## config.mk

```make
export PLATFORM = sky130hd
export DESIGN_NAME = uart_i2c_cmd_parser
export DESIGN_NICKNAME = d
export VERILOG_FILES = /design/src/rtl/uart2i2c_pkg.sv /design/src/rtl/uart_gap_timer.sv /design/src/rtl/uart_i2c_cmd_parser.sv
export SDC_FILE = /design/constraint.sdc
export NUM_CORES = 1
export LEC_CHECK = 0
export ABC_AREA = 1
export CAP_MARGIN = 0
export CORE_MARGIN = 2
export CORE_UTILIZATION = 35
export DETAILED_ROUTE_END_ITERATION = 10
export GPL_TIMING_DRIVEN = 0
export SLEW_MARGIN = 20
export SYNTH_ARGS = -nofsm -noshare
export SYNTH_HDL_FRONTEND = slang
export SYNTH_SLANG_ARGS = --single-unit
```

## constraint.sdc

```tcl
create_clock -name Clk -period 2 [get_ports Clk]
set_input_delay 0.2 -clock Clk [delete_from_list [all_inputs] [get_ports Clk]]
set_output_delay 0.2 -clock Clk [all_outputs]
set_load 0.05 [all_outputs]
```

## src/rtl/uart2i2c_pkg.sv

```systemverilog
// Shared constants for the UART2I2C bridge: sync bytes, status codes,
// command bit positions and the one-hot parser state encoding.
package uart2i2c_pkg;

    localparam logic [7:0] SYNC_RX = 8'hA5;
    localparam logic [7:0] SYNC_TX = 8'h5A;

    localparam logic [7:0] STAT_OK   = 8'h00;
    localparam logic [7:0] STAT_NACK = 8'h01;
    localparam logic [7:0] STAT_CHK  = 8'h02;
    localparam logic [7:0] STAT_BAD  = 8'h03;

    localparam int CMD_RD  = 0;
    localparam int CMD_A16 = 1;
    localparam int CMD_CFG = 2;

    localparam int S_HUNT  = 0;
    localparam int S_CMD   = 1;
    localparam int S_BODY  = 2;
    localparam int S_CHKB  = 3;
    localparam int S_ISSUE = 4;
    localparam int S_WAIT  = 5;
    localparam int S_TXH   = 6;
    localparam int S_TXS   = 7;
    localparam int S_TXD   = 8;

    localparam logic [8:0] ST_HUNT  = 9'b0_0000_0001;
    localparam logic [8:0] ST_CMD   = 9'b0_0000_0010;
    localparam logic [8:0] ST_BODY  = 9'b0_0000_0100;
    localparam logic [8:0] ST_CHKB  = 9'b0_0000_1000;
    localparam logic [8:0] ST_ISSUE = 9'b0_0001_0000;
    localparam logic [8:0] ST_WAIT  = 9'b0_0010_0000;
    localparam logic [8:0] ST_TXH   = 9'b0_0100_0000;
    localparam logic [8:0] ST_TXS   = 9'b0_1000_0000;
    localparam logic [8:0] ST_TXD   = 9'b1_0000_0000;

    function automatic logic cmd_bad(input logic [7:0] c);
        return (c[7:3] != 5'd0) || (c[CMD_CFG] && (c[1:0] != 2'd0));
    endfunction

endpackage

```

## src/rtl/uart_gap_timer.sv

```systemverilog
// Inter-byte gap counter: counts enabled idle cycles and pulses expire_o
// on the cycle the gap reaches LIMIT.
module uart_gap_timer #(
    parameter logic [31:0] LIMIT = 32'd500000
) (
    input  logic Clk,
    input  logic Rst_n,
    input  logic clr_i,
    input  logic en_i,
    output logic expire_o
);

    logic [31:0] cnt_q;

    assign expire_o = en_i && !clr_i && (cnt_q == LIMIT - 32'd1);

    always_ff @(posedge Clk or negedge Rst_n) begin
        if (!Rst_n) begin
            cnt_q <= 32'd0;
        end else if (clr_i || !en_i) begin
            cnt_q <= 32'd0;
        end else begin
            cnt_q <= cnt_q + 32'd1;
        end
    end

endmodule

```

## src/rtl/uart_i2c_cmd_parser.sv

```systemverilog
// Host command framer for UART2I2C: parses A5-framed commands, issues
// single-register I2C requests and returns 5A-framed status responses.
module uart_i2c_cmd_parser
    import uart2i2c_pkg::*;
#(
    parameter logic [31:0] TIMEOUT_CYCLES = 32'd500000,
    parameter logic [31:0] DLY_DEFAULT    = 32'd1000
) (
    input  logic        Clk,
    input  logic        Rst_n,
    input  logic [7:0]  rx_data,
    input  logic        rx_valid,
    output logic [7:0]  tx_data,
    output logic        tx_valid,
    input  logic        tx_ready,
    output logic        wrreg_req,
    output logic        rdreg_req,
    output logic [15:0] addr,
    output logic        addr_mode,
    output logic [7:0]  wrdata,
    output logic [7:0]  device_id,
    output logic [31:0] dly_cnt_max,
    input  logic [7:0]  rddata,
    input  logic        ack,
    input  logic        RW_Done,
    output logic        busy
);

    logic [8:0]       state_q, state_d;
    logic [2:0]       cmd_q, cmd_d;
    logic [3:0][7:0]  body_q, body_d;
    logic [1:0]       cnt_q, cnt_d;
    logic [7:0]       chk_q, chk_d;
    logic [7:0]       status_q, status_d;
    logic [7:0]       rdbuf_q, rdbuf_d;
    logic             has_data_q, has_data_d;
    logic [31:0]      dly_q, dly_d;
    logic [15:0]      addr_q, addr_d;
    logic             amode_q, amode_d;
    logic [7:0]       wrdata_q, wrdata_d;
    logic [7:0]       dev_q, dev_d;
    logic             wr_q, wr_d;
    logic             rd_q, rd_d;
    logic             gap_en;
    logic             gap_expire;
    logic [1:0]       last_idx;

    assign gap_en   = state_q[S_CMD] | state_q[S_BODY] | state_q[S_CHKB];
    assign last_idx = cmd_q[CMD_RD] ? 2'd2 : 2'd3;

    uart_gap_timer #(
        .LIMIT    (TIMEOUT_CYCLES)
    ) u_gap (
        .Clk      (Clk),
        .Rst_n    (Rst_n),
        .clr_i    (rx_valid),
        .en_i     (gap_en),
        .expire_o (gap_expire)
    );

    always_comb begin
        state_d    = state_q;
        cmd_d      = cmd_q;
        body_d     = body_q;
        cnt_d      = cnt_q;
        chk_d      = chk_q;
        status_d   = status_q;
        rdbuf_d    = rdbuf_q;
        has_data_d = has_data_q;
        dly_d      = dly_q;
        addr_d     = addr_q;
        amode_d    = amode_q;
        wrdata_d   = wrdata_q;
        dev_d      = dev_q;
        wr_d       = 1'b0;
        rd_d       = 1'b0;
        unique case (1'b1)
            state_q[S_HUNT]: begin
                if (rx_valid && rx_data == SYNC_RX) begin
                    chk_d   = 8'h00;
                    cnt_d   = 2'd0;
                    state_d = ST_CMD;
                end
            end
            state_q[S_CMD]: begin
                if (rx_valid) begin
                    cmd_d = rx_data[2:0];
                    chk_d = chk_q ^ rx_data;
                    if (cmd_bad(rx_data)) begin
                        status_d   = STAT_BAD;
                        has_data_d = 1'b0;
                        state_d    = ST_TXH;
                    end else begin
                        state_d = ST_BODY;
                    end
                end else if (gap_expire) begin
                    state_d = ST_HUNT;
                end
            end
            state_q[S_BODY]: begin
                if (rx_valid) begin
                    body_d[cnt_q] = rx_data;
                    chk_d         = chk_q ^ rx_data;
                    cnt_d         = cnt_q + 2'd1;
                    if (cnt_q == last_idx) begin
                        state_d = ST_CHKB;
                    end
                end else if (gap_expire) begin
                    state_d = ST_HUNT;
                end
            end
            state_q[S_CHKB]: begin
                if (rx_valid) begin
                    if (rx_data != chk_q) begin
                        status_d   = STAT_CHK;
                        has_data_d = 1'b0;
                        state_d    = ST_TXH;
                    end else if (cmd_q[CMD_CFG]) begin
                        // D3 arrives first, so body byte 0 is the MSB
                        dly_d      = {body_q[0], body_q[1],
                                      body_q[2], body_q[3]};
                        status_d   = STAT_OK;
                        has_data_d = 1'b0;
                        state_d    = ST_TXH;
                    end else begin
                        dev_d      = {body_q[0][7:1], 1'b0};
                        addr_d     = cmd_q[CMD_A16] ?
                                     {body_q[1], body_q[2]} :
                                     {8'h00, body_q[2]};
                        amode_d    = cmd_q[CMD_A16];
                        wrdata_d   = cmd_q[CMD_RD] ? wrdata_q : body_q[3];
                        wr_d       = !cmd_q[CMD_RD];
                        rd_d       = cmd_q[CMD_RD];
                        has_data_d = cmd_q[CMD_RD];
                        state_d    = ST_ISSUE;
                    end
                end else if (gap_expire) begin
                    state_d = ST_HUNT;
                end
            end
            state_q[S_ISSUE]: begin
                state_d = ST_WAIT;
            end
            state_q[S_WAIT]: begin
                if (RW_Done) begin
                    status_d = ack ? STAT_NACK : STAT_OK;
                    rdbuf_d  = rddata;
                    state_d  = ST_TXH;
                end
            end
            state_q[S_TXH]: begin
                if (tx_ready) begin
                    state_d = ST_TXS;
                end
            end
            state_q[S_TXS]: begin
                if (tx_ready) begin
                    state_d = has_data_q ? ST_TXD : ST_HUNT;
                end
            end
            state_q[S_TXD]: begin
                if (tx_ready) begin
                    state_d = ST_HUNT;
                end
            end
            default: begin
                state_d = ST_HUNT;
            end
        endcase
    end

    always_ff @(posedge Clk or negedge Rst_n) begin
        if (!Rst_n) begin
            state_q    <= ST_HUNT;
            cmd_q      <= 3'd0;
            body_q     <= '0;
            cnt_q      <= 2'd0;
            chk_q      <= 8'h00;
            status_q   <= 8'h00;
            rdbuf_q    <= 8'h00;
            has_data_q <= 1'b0;
            dly_q      <= DLY_DEFAULT;
            addr_q     <= 16'h0000;
            amode_q    <= 1'b0;
            wrdata_q   <= 8'h00;
            dev_q      <= 8'h00;
            wr_q       <= 1'b0;
            rd_q       <= 1'b0;
        end else begin
            state_q    <= state_d;
            cmd_q      <= cmd_d;
            body_q     <= body_d;
            cnt_q      <= cnt_d;
            chk_q      <= chk_d;
            status_q   <= status_d;
            rdbuf_q    <= rdbuf_d;
            has_data_q <= has_data_d;
            dly_q      <= dly_d;
            addr_q     <= addr_d;
            amode_q    <= amode_d;
            wrdata_q   <= wrdata_d;
            dev_q      <= dev_d;
            wr_q       <= wr_d;
            rd_q       <= rd_d;
        end
    end

    assign tx_valid    = state_q[S_TXH] | state_q[S_TXS] | state_q[S_TXD];
    assign tx_data     = state_q[S_TXH] ? SYNC_TX  :
                         state_q[S_TXS] ? status_q :
                         state_q[S_TXD] ? rdbuf_q  : 8'h00;
    assign wrreg_req   = wr_q;
    assign rdreg_req   = rd_q;
    assign addr        = addr_q;
    assign addr_mode   = amode_q;
    assign wrdata      = wrdata_q;
    assign device_id   = dev_q;
    assign dly_cnt_max = dly_q;
    assign busy        = !state_q[S_HUNT];

endmodule

```

# == Yosys cells after proc, flatten, opt, wreduce, memory -nomap -nowiden ==
# Index checks and enable logic that the tools add are counted.
# word_totals
output_inout_bits,77
inputBits,22
wordCells,123
reg_bits,169
# classes
n_bitwise,8
addsub,2
n_eq_ne,12
n_mux,52
n_lt_le_gt_ge,2
reduce_logical,28
# op_table
op,n
two-way mux 8 bit,13
case mux 9 bit (9 select lines),1
two-way mux 9 bit,6
adder 32 x 1 -> 32 bit (second input constant),1
bitwise mux 32 bit,1
equality test 32 x 19 -> 1 bit (second input constant),1
two-way mux 32 bit,1
two-way mux 7 bit,4
case mux 8 bit (3 select lines),1
demux 8 bit (select 2 bit),1
two-way mux 16 bit,1
case mux 8 bit (2 select lines),1
two-way mux 1 bit,13
AND reduction 4 bit,3
equality test 8 bit (second input constant),1
two-way mux 2 bit,4
two-way mux 4 bit,2
inequality test 2 bit (second input constant),4
inequality test 8 bit,1
nonzero test 2 bit,4
bitwise XOR 8 bit,1
inequality test 2 x 1 -> 1 bit (second input constant),3
AND reduction 2 bit,3
AND reduction 3 bit,2
18 further kinds,31

# == Longest topological paths before layout ==
# logic_depth
ltp_word,7
depth_mapped,11
depth_no_buf,11

# == Cells and area by module ==
# From an unflattened synthesis, not the netlist that was laid out.
# unflattened
cells_unflattened,914
hier_area_um2,7728.7
# modules_own_cells
module,area_each_um2,cells_each,instances,seq_area_each_um2
uart_i2c_cmd_parser,5855.6,647,1,3286.9
uart_gap_timer,1873.0,267,1,800.8

# == Least setup slack after synthesis ==
# Ideal clock, no wire load.
# synth_timing
path_type,reg2out
start,register state_q[7]
end,output port tx_data[0]
path_stages_with_launch,4
t_required_ns,1.800
slack_ns,0.386
path_buffers,0
t_arrival_ns,1.414
cell_sequence,dfrtp_1 -> nor2_1 -> a22oi_1 -> nor2_1
# synth_between
elab_chain_len,2
# synth_rtl
element,line,source
from (decl),uart_i2c_cmd_parser.sv:29,"logic [8:0] state_q, state_d;"
from (signal assigned),uart_i2c_cmd_parser.sv:190,state_q <= state_d;
two-way mux 8 bit,uart_i2c_cmd_parser.sv:210,state_q[S_TXS] ? status_q :
two-way mux 8 bit,uart_i2c_cmd_parser.sv:209,assign tx_data = state_q[S_TXH] ? SYNC_TX :
to (decl),uart_i2c_cmd_parser.sv:13,"output logic [7:0] tx_data,"
# No other way between the ends.

# == Worst setup path in the final report ==
# layout_timing
start,register state_q[7]
end,output port tx_data[2]
# Same word-level chain as after synthesis.

==> flow_summary.json <==
{
  "area_growth_syn_to_layout_pct": 25.8,
  "io-pin-count": 99,
  "layout-drive-gt1-share": 0.137,
  "wl_per_cell_um": 14.7,
  "cp.arrival_ns": 1.68,
  "worst_path_max_delay_cell": "dfrtp_1",
  "clockRootBuffer": "clkbuf_16",
  "cp_max_fo": 6,
  "setup_ws_ns": 0.117,
  "synth_top_area_frac": 0.506,
  "min_period_ns": 1.88,
  "cp_cell_sequence": "nor2_4 > inv_1 > nor2_1 > clkdlybuf4s15_2",
  "maxSlewViolCount": 0,
  "worstSkewPairLatency_ns": 0.43,
  "antenna_found_initial": 0,
  "clkTransAtPathRegs_ns": 0.07,
  "endpoint_kind": "primary output",
  "setup_viol_count_final": 0,
  "post_cts_buffers": 0,
  "vias": 6351,
  "fin_util": 0.446,
  "io_buffers": 97,
  "nets": 1070,
  "synth_top_family_by_area": "simple AND/OR/NAND/NOR gates",
  "initial_utilization": 0.355,
  "gr-total-overflow": 0,
  "finalCritPeriodShare": 0.942,
  "synth_area_leader_cell": "dfrtp_1",
  "die_area_sq_um": 23300,
  "critPathRequiredTime_ns": 1.80,
  "ys_seq_elements": 163,
  "hold_viol_final": 0,
  "finClkSkew_ns": 0.0104,
  "rsz0062_at_grt": "no",
  "cts_made_buffers": 17,
  "fillers": 2189,
  "grt_max_degree": 99,
  "grt_pass1_wl_um": 32900,
  "synthSimpleGateAreaFrac": 0.270,
  "clockBufferDepth": 2,
  "grt_pass1_vias": 6279,
  "slew_headroom": 0.638,
  "place_congestion": 0.842,
  "fin_cells": 1336,
  "crit_type": "flip-flop to primary output",
  "outcome": "finished clean",
  "synthCells": 925,
  "fmax_mhz": 531,
  "seq_area_frac_synth": 0.529,
  "drc": 0,
  "synth_compound_area_frac": 0.105,
  "wl_um": 19600,
  "num_rows": 54,
  "dr.pass1.iters": 5,
  "p_per_area_nw_per_um2": 715,
  "cts_tree": "built",
  "synth_xor_xnor_area_share": 0.00340,
  "slowest_delay_ns": 0.46,
  "ir_drop_uv": 524,
  "cts.sinks": 163,
  "min_path_type": "input port to async pin",
  "syn-cell-area_sq_um": 7720,
  "ys.warnings.count": 0,
  "synth_area_leaders": "dfrtp_1 51%, nand2_1 15%, o21ai_2 4.5%",
  "syn-num-nets": 952,
  "timing.max_cap.violations": 0,
  "track_usage": 0.176,
  "leakage_nw": 4.36,
  "drt-initial-drc-count": 400,
  "diodes": 0,
  "synth.distinct_cells": 35,
  "htreeDepth": 4,
  "dpl.hpwl_um": 14200,
  "synthMuxAreaShare": 0.0117,
  "ant_nets": 0,
  "core-area_sq_um": 21800,
  "die_h_um": 153,
  "dp.cells": 1303,
  "pre_cts_ws_ns": -0.206,
  "worstSetupStartpointType": "flip-flop",
  "fp.dieW_um": 153,
  "synth_fa_ha_area_frac": 0.00810,
  "synth_area_per_cell_sq_um": 8.35,
  "tightest_slew_ns": 0.541,
  "avgViaCountPerCell": 4.75
}
-- worst max-delay path: cells and delay by family (launching register included) --
kind / cells / cell delay [ns]
buffers and inverters: 2 / 0.47
DFF: 1 / 0.46
and+or+nand+nor: 2 / 0.31
-- where the power goes --
part           switching, mW  internal (mW)  total, mW
logic                  0.193         0.0951      0.288
clock network           1.52           1.77       3.29
registers             0.0266           3.33       3.36
-- path summary, 6_finish.rpt --
check | from | end | slack [ns] | cells after the start
setup / recovery | state_q[7] | tx_data[2] | 0.12 | 4
hold / removal | Rst_n | dly_cnt_max[17] | 0.31 | 2
setup reg to reg | u_gap.cnt_q[0] | u_gap.cnt_q[29] | 0.24 | 7
hold reg to reg | wrdata[5] | wrdata[5] | 0.47 | 2
max in group asynchronous | Rst_n | dly_cnt_max[5] | 0.84 | 3
min in group Clk | rddata[7] | rdbuf_q[7] | 0.37 | 2
-- stage by stage --
step,cell area (sq um),power (mW),TNS (ns),hold slack (ns)
after global placement,9040,3.71,-1020.58,0.457
after floorplan,7720,3.54,0,-0.0956
after global routing,9710,7.19,0,0.355
final,9710,6.94,0,0.309
after detailed placement,9080,3.72,-10.00,0.187
after CTS,9690,7.01,0,0.331
-- layout by cell type (no fill, tap or decap), types with 3 or more instances in the layout --
cell | netlist | layout
nand2_1 | 313 | 313
dfrtp_1 | 156 | 156
inv_1 | 85 | 85
clkdlybuf4s50_1 | 0 | 80
nor2_1 | 78 | 75
nand3_1 | 47 | 47
o21ai_2 | 40 | 40
nand4_1 | 33 | 33
o21ai_1 | 33 | 33
a21oi_1 | 21 | 21
o21ai_0 | 20 | 20
clkbuf_16 | 0 | 17
inv_2 | 14 | 14
nor3_1 | 10 | 10
clkbuf_1 | 8 | 8
buf_6 | 8 | 8
mux2_2 | 8 | 8
clkdlybuf4s15_2 | 0 | 8
dfstp_2 | 7 | 7
dlymetal6s2s_1 | 0 | 6
nor2_2 | 3 | 5
buf_2 | 4 | 5
buf_4 | 5 | 5
ha_1 | 5 | 5
inv_6 | 0 | 5
o21a_1 | 4 | 4
nor3b_1 | 3 | 3
xor2_1 | 3 | 3
clkinvlp_4 | 0 | 3
-- kinds of logic (layout without fill, tap and decap cells) --
family | after synthesis | in the layout
and+or+nand+nor | 495 | 495
DFF | 163 | 163
buffers and inverters | 126 | 257
AOI/OAI and AO/OA | 124 | 124
muxes | 8 | 8
adders and majority gates | 5 | 5
xor gates and xnor gates | 3 | 3
other | 1 | 1
-- area by class of cell --
cell class	instances	area, sq um	share of cell area
buffer	25	178	0.0183
clock buffer	17	425	0.0438
clock inverter	15	169	0.0174
inverter	101	379	0.0390
multi-input combinational	636	3090	0.318
sequential	163	4090	0.421
tap	280	350	0.0361
timing repair buffer	99	1030	0.106
-- synthesized netlist by cell type, drive strengths merged --
library cell	number
nand2	316
dfrtp	156
inv	99
o21ai	93
nor2	82
nand3	48
nand4	33
a21oi	22
buf	17
nor3	11
clkbuf	8
mux2	8
dfstp	7
ha	5
o21a	4
nor3b	3
xor2	3
a22oi	2
clkinv	2
o211ai	2
or2	2
conb	1
o31ai	1
-- per-layer routing --
layer / part of all wire / global-route usage / up-vias
met5: 0 / 0 / -
met3: 0.048 / 0.0410 / 29
met1: 0.48 / 0.244 / 2969
met2: 0.46 / 0.273 / 144
li1: - / - / 3209
met4: 0.017 / 0.0595 / 0
-- flip-flops by register name, summed over array words and instances, names as in the netlist, 3 cells and up --
register,count
dly_cnt_max,32
state_q,9
rdbuf_q,8
addr,16
wrdata,8
body_q,32
cmd_q,3
device_id,7
chk_q,8
u_gap.cnt_q,32
-- what timing repair did --
item / 4_1_cts / 5_1_grt
endpoints found under the hold margin: 63 / 0
setup endpoints to repair: 10 / 16
cloned: 0 / 0
pin swaps: 0 / 0
hold buffers: 1 / 0
resized for setup: 29 / 11
Note: power is estimated with default switching activity, not from simulation.
